File: src/rtl/traffic_phase_sequencer_pkg.sv
// Shared types for the traffic phase sequencer: lamp codes, phase encoding,
// per-head lamp bundle and the phase-to-lamp decode.
package tl_pkg;

  localparam logic [2:0] LAMP_RED = 3'b100;
  localparam logic [2:0] LAMP_YEL = 3'b010;
  localparam logic [2:0] LAMP_GRN = 3'b001;
  localparam logic [2:0] LAMP_OFF = 3'b000;

  typedef enum logic [3:0] {
    MAIN_GREEN = 4'd0,
    M2_YEL     = 4'd1,
    TURN_GREEN = 4'd2,
    TURN_YEL   = 4'd3,
    CLR_A      = 4'd4,
    SIDE_GREEN = 4'd5,
    SIDE_YEL   = 4'd6,
    CLR_B      = 4'd7,
    FLASH      = 4'd8
  } phase_t;

  typedef struct packed {
    logic [2:0] m1;
    logic [2:0] m2;
    logic [2:0] mt;
    logic [2:0] s;
  } lamp_set_t;

  // Unlisted encodings fall through to all-red so a corrupted state is safe.
  function automatic lamp_set_t decode_lamps(input phase_t ph, input logic blink);
    lamp_set_t l;
    l = '{m1: LAMP_RED, m2: LAMP_RED, mt: LAMP_RED, s: LAMP_RED};
    case (ph)
      MAIN_GREEN: begin l.m1 = LAMP_GRN; l.m2 = LAMP_GRN; end
      M2_YEL:     begin l.m1 = LAMP_GRN; l.m2 = LAMP_YEL; end
      TURN_GREEN: begin l.m1 = LAMP_GRN; l.mt = LAMP_GRN; end
      TURN_YEL:   begin l.m1 = LAMP_YEL; l.mt = LAMP_YEL; end
      SIDE_GREEN: l.s = LAMP_GRN;
      SIDE_YEL:   l.s = LAMP_YEL;
      FLASH: begin
        l.m1 = blink ? LAMP_YEL : LAMP_OFF;
        l.m2 = blink ? LAMP_YEL : LAMP_OFF;
        l.mt = blink ? LAMP_YEL : LAMP_OFF;
        l.s  = blink ? LAMP_RED : LAMP_OFF;
      end
      default: ;
    endcase
    return l;
  endfunction

endpackage

File: src/rtl/traffic_phase_sequencer_timer.sv
// Phase tick counter: advances on tick strobes, restarts on any phase change,
// and flags the tick that completes the selected duration.
module tl_phase_timer #(
  parameter int unsigned CNT_W = 4
) (
  input  logic             clk,
  input  logic             reset,
  input  logic             tick_i,
  input  logic             restart_i,
  input  logic [CNT_W-1:0] dur_i,
  output logic             done_o
);

  logic [CNT_W-1:0] count_q;
  logic [CNT_W-1:0] count_d;

  assign done_o = tick_i && (count_q == (dur_i - 1'b1));

  // Next count: clear on phase change, otherwise count ticks.
  always_comb begin
    count_d = count_q;
    if (restart_i) begin
      count_d = '0;
    end else if (tick_i) begin
      count_d = count_q + 1'b1;
    end
  end

  // Counter register.
  always_ff @(posedge clk) begin
    if (reset) begin
      count_q <= '0;
    end else begin
      count_q <= count_d;
    end
  end

endmodule

File: src/rtl/traffic_phase_sequencer.sv
// Four-head junction phase sequencer with clearance phases, demand-actuated
// side phase and night flash mode. Durations are counted in tick strobes.
module traffic_phase_sequencer
  import tl_pkg::*;
#(
  parameter int unsigned CNT_W        = 4,
  parameter int unsigned T_MAIN       = 8,
  parameter int unsigned T_YEL        = 3,
  parameter int unsigned T_TURN       = 6,
  parameter int unsigned T_CLR        = 1,
  parameter int unsigned T_SIDE       = 4,
  parameter bit          SIDE_SKIP_EN = 1'b1
) (
  input  logic       clk,
  input  logic       reset,
  input  logic       tick,
  input  logic       side_req,
  input  logic       flash_mode,
  output logic [2:0] M1,
  output logic [2:0] M2,
  output logic [2:0] MT,
  output logic [2:0] S,
  output logic [3:0] phase,
  output logic       cycle_start
);

  // A zero duration would never complete; it is run as a one-tick phase.
  localparam logic [CNT_W-1:0] D_MAIN = CNT_W'((T_MAIN == 0) ? 1 : T_MAIN);
  localparam logic [CNT_W-1:0] D_YEL  = CNT_W'((T_YEL  == 0) ? 1 : T_YEL);
  localparam logic [CNT_W-1:0] D_TURN = CNT_W'((T_TURN == 0) ? 1 : T_TURN);
  localparam logic [CNT_W-1:0] D_CLR  = CNT_W'((T_CLR  == 0) ? 1 : T_CLR);
  localparam logic [CNT_W-1:0] D_SIDE = CNT_W'((T_SIDE == 0) ? 1 : T_SIDE);

  if (T_MAIN == 0 || T_YEL == 0 || T_TURN == 0 || T_CLR == 0 || T_SIDE == 0) begin : g_zero_dur
    $warning("traffic_phase_sequencer: zero phase duration runs as 1 tick");
  end

  phase_t           state_q, state_d;
  logic             req_q, req_d;
  logic             blink_q, blink_d;
  logic             cycle_start_q, cycle_start_d;
  logic [CNT_W-1:0] dur_sel;
  logic             done;
  logic             restart;
  lamp_set_t        lamps;

  tl_phase_timer #(
    .CNT_W(CNT_W)
  ) u_timer (
    .clk      (clk),
    .reset    (reset),
    .tick_i   (tick),
    .restart_i(restart),
    .dur_i    (dur_sel),
    .done_o   (done)
  );

  // Duration selection and phase sequencing.
  always_comb begin
    state_d = state_q;
    dur_sel = D_CLR;
    case (state_q)
      MAIN_GREEN: begin
        dur_sel = D_MAIN;
        if (done) state_d = M2_YEL;
      end
      M2_YEL: begin
        dur_sel = D_YEL;
        if (done) state_d = TURN_GREEN;
      end
      TURN_GREEN: begin
        dur_sel = D_TURN;
        if (done) state_d = TURN_YEL;
      end
      TURN_YEL: begin
        dur_sel = D_YEL;
        if (done) state_d = CLR_A;
      end
      CLR_A: begin
        dur_sel = D_CLR;
        if (done) begin
          if (flash_mode)                   state_d = FLASH;
          else if (req_q || !SIDE_SKIP_EN)  state_d = SIDE_GREEN;
          else                              state_d = MAIN_GREEN;
        end
      end
      SIDE_GREEN: begin
        dur_sel = D_SIDE;
        if (done) state_d = SIDE_YEL;
      end
      SIDE_YEL: begin
        dur_sel = D_YEL;
        if (done) state_d = CLR_B;
      end
      CLR_B: begin
        dur_sel = D_CLR;
        if (done) state_d = flash_mode ? FLASH : MAIN_GREEN;
      end
      FLASH: begin
        if (tick && !flash_mode) state_d = CLR_B;
      end
      default: state_d = CLR_B;
    endcase
  end

  // Request latch, blink and cycle-start pulse derived from the transition.
  always_comb begin
    restart = (state_d != state_q);
    req_d   = req_q;
    if (state_d == SIDE_GREEN && state_q != SIDE_GREEN) begin
      req_d = 1'b0;
    end else if (side_req) begin
      req_d = 1'b1;
    end
    blink_d = 1'b0;
    if (state_d == FLASH) begin
      blink_d = (state_q == FLASH && tick) ? ~blink_q : blink_q;
    end
    cycle_start_d = (state_d == MAIN_GREEN) && (state_q != MAIN_GREEN);
  end

  // State and auxiliary registers.
  always_ff @(posedge clk) begin
    if (reset) begin
      state_q       <= MAIN_GREEN;
      req_q         <= 1'b0;
      blink_q       <= 1'b0;
      cycle_start_q <= 1'b0;
    end else begin
      state_q       <= state_d;
      req_q         <= req_d;
      blink_q       <= blink_d;
      cycle_start_q <= cycle_start_d;
    end
  end

  // Lamp decode straight from registered state.
  always_comb begin
    lamps       = decode_lamps(state_q, blink_q);
    M1          = lamps.m1;
    M2          = lamps.m2;
    MT          = lamps.mt;
    S           = lamps.s;
    phase       = state_q;
    cycle_start = cycle_start_q;
  end

endmodule

File: config.mk
export PLATFORM = sky130hd
export DESIGN_NAME = traffic_phase_sequencer
export DESIGN_NICKNAME = d
export VERILOG_FILES = /design/src/rtl/traffic_phase_sequencer_pkg.sv /design/src/rtl/traffic_phase_sequencer_timer.sv /design/src/rtl/traffic_phase_sequencer.sv
export SDC_FILE = /design/constraint.sdc
export NUM_CORES = 1
export LEC_CHECK = 0
export BUFFER_PORTS_ARGS = -buffer_cell sky130_fd_sc_hd__buf_2
export CAP_MARGIN = 20
export CORE_MARGIN = 2
export CORE_UTILIZATION = 52
export DETAILED_ROUTE_END_ITERATION = 8
export PLACE_DENSITY = 0.77
export SLEW_MARGIN = 40
export SYNTH_ARGS = -nofsm -noshare
export SYNTH_HDL_FRONTEND = slang
export SYNTH_SLANG_ARGS = --single-unit
File: constraint.sdc
create_clock -name clk -period 3.24 [get_ports clk]
set_clock_uncertainty 0.15 [all_clocks]
set_input_delay 0.324 -clock clk [delete_from_list [all_inputs] [get_ports clk]]
set_output_delay 0.324 -clock clk [all_outputs]
set_load 0.05 [all_outputs]
==> metrics.txt <==
initial core utilization 55.14%; RePlAce Congestion 0.9386; vias in the first global route 847; CTS tree built; number of diodes 0; IO Port Bufs 21; Commonest cells post-synth nor2_1 (17), dfxtp_1 (11), nand2_1 (11); Gates resized, CTS repair 0; total die area 2189 µm²; clock-pin slew on the worst setup and hold paths 80 ps; CP Capture Point req_q$_SDFFE_PP0P_; syn_nets 135; synth top area cells dfxtp_1 (23%), nor2_1 (6.7%), nand2_1 (4.3%); I/O pin cnt 22; Die Ht 46.79 µm; Avg Inst Size Synth 7.439 µm²; drt initial violations 34; Arr. time, crit path 3010 ps; fin nets 157; P_leak 0.4909 nW; row count 15; status completed; via count 995; top-count cell post-synth nor2_1; yosys warns 0; share of layout cells above drive strength 1 23.49%; area grow syn2layout 15.90%; R2R depth 9; gr ovfl total 0; Max Cap Violations 0; Hold Startpoint reset; EDFF count, synth 0; Num CTS Buffers 3; final setup TNS 0 ps; final setup vio count 0; critical path type flip-flop to flip-flop; global-route wire length before repair 3691 µm; final antenna-violating net count 0; Post-DP HPWL 1869 µm; Tot GR Track Use 24.18%; top-area cell type share of the netlist area 23.13%; relative slew slack 61.81%; fin area 1104 µm²; CP Launch Type flip-flop; final hold vios 0; worst r2r src phase[0]$_SDFF_PP0_; Worst VDD drop 0.0002020 V; dpl cell area 1077 µm²; r2r setup slk 240 ps; routed length per instance 13.76 µm; maximum clock rate 333.2 MHz; Tmin final 3002 ps; initial antenna violation count 0; die width 46.79 µm; core footprint 1727 µm²; H-tree levels 1; post-synthesis cell count 128; WL final 2395 µm; Hold WC Path Type primary input to flip-flop; Top FF cell, synth dfxtp_1; synthesized flop and latch total 11; clock buffer depth 2; RSZ-0062 raised after global routing no; r2r endpoint req_q$_SDFFE_PP0P_; sequential share of the synthesized area 23.13%; Post-CTS Setup Inserts 0; vias per cell 5.718; critical path required time 3250 ps; Worst Tran Pin Value 565.7 ps; CTS Root Cell clkbuf_4; CTS sink count 11; nature of the critical path endpoint flip-flop; DR pass1 iterations 4; hold_buf cts 0; # DRC 0; synthesized area 952.2 µm²; Synth cell types 45; Worst Setup SP phase[0]$_SDFF_PP0_; largest net degree at the start of global routing 23; area leader, netlist dfxtp_1; fin crit share 92.64%; later-pin clock latency in the skew report 260 ps; max-slew violations 0; Crit Path Max Fanout 13; pwr dens 239.1 nW/µm²; asr flop ratio synth 0%; Min Hold Slack 163.5 ps
## final cells by class
class	instances	area [µm²]
fill	160	623.1
multi-input combinational	103	664.4
inverter	5	18.77
tap	25	31.28
clock buffer	4	26.28
sequential	11	220.2
timing repair buffer	26	142.6
## per-stage QoR
step                worst slack (ps)  util [%]  std cells  total power [mW]
floorplan                      88.60         -        128            0.1629
global placement               404.8     62.39        170            0.1703
detailed placement             233.4     62.39        170            0.1717
CTS                            221.3     63.91        174            0.2675
global route                   22.45     63.91        174            0.2824
finish                         238.5     63.91        174            0.2638
## sequential cells by signal, summed over array words and instances, names as in the netlist
signal and flops:
phase 4, u_timer.count_q 4, blink_q 1, cycle_start 1, req_q 1
## power breakdown
part           internal (mW)  switching [mW]  leakage [nW]
sequential             0.139         0.00570        0.0893
clock                 0.0475          0.0476        0.0150
combinational         0.0113          0.0129         0.387
total                  0.198          0.0662         0.491
## layout by cell type (no fill, tap or decap), drive strengths merged, types with 2 or more instances in the layout
| cell | netlist | layout |
|---|---|---|
| a21oi | 7 | 7 |
| inv | 5 | 5 |
| o21ai | 5 | 5 |
| a21o | 2 | 2 |
| buf | 2 | 26 |
| and2 | 2 | 2 |
| a32oi | 2 | 2 |
| clkbuf | 7 | 4 |
| xor2 | 3 | 3 |
| o311ai | 2 | 2 |
| ha | 2 | 2 |
| nor2b | 5 | 5 |
| nor3 | 4 | 4 |
| nor2 | 17 | 17 |
| xnor2 | 4 | 4 |
| or2 | 3 | 3 |
| nand3 | 6 | 6 |
| a211o | 2 | 2 |
| a31oi | 2 | 2 |
| o21a | 2 | 2 |
| or3 | 2 | 2 |
| dfxtp | 11 | 11 |
| nand2 | 11 | 11 |
| a211oi | 3 | 3 |
## critical path: stages, from the launching register on
cell	delay (ps)
dfxtp_1	630
or2_2	250
nand3_1	100
ha_1	300
xnor2_1	130
nor3b_1	240
o2111a_1	340
mux2_1	340
o21a_1	180
o31a_1	230
## worst min path at each step
stage	to	slack, ps	cells past startpoint
finish	phase[2]$_SDFF_PP0_	160	2
global route	phase[2]$_SDFF_PP0_	150	2
CTS	phase[2]$_SDFF_PP0_	150	2
detailed placement	u_timer.count_q[1]$_SDFFE_PP0P_	420	2
global placement	u_timer.count_q[1]$_SDFFE_PP0P_	400	2
floorplan	phase[2]$_SDFF_PP0_	250	1
## kinds of logic (layout without fill, tap and decap cells)
group                      after synthesis  count (layout)  synth area share [%]
muxes                                    2               2                 2.234
and+or+nand+nor                         58              58                 33.25
xor gates and xnor gates                 7               7                 6.439
AOI/OAI and AO/OA                       34              34                 25.23
DFF                                     11              11                 23.13
adders and majority gates                2               2                 2.628
buffers and inverters                   14              35                 7.095
## per-layer routing
metal / up-vias / global-route usage, % / wire length [µm]
li1: 497 / - / -
met1: 450 / 32.40 / 1029
met2: 46 / 37.26 / 1161
met3: 2 / 4.615 / 190
met4: 0 / 11.67 / 13
met5: - / 0 / 0
Power figures use the tool's default switching activity.
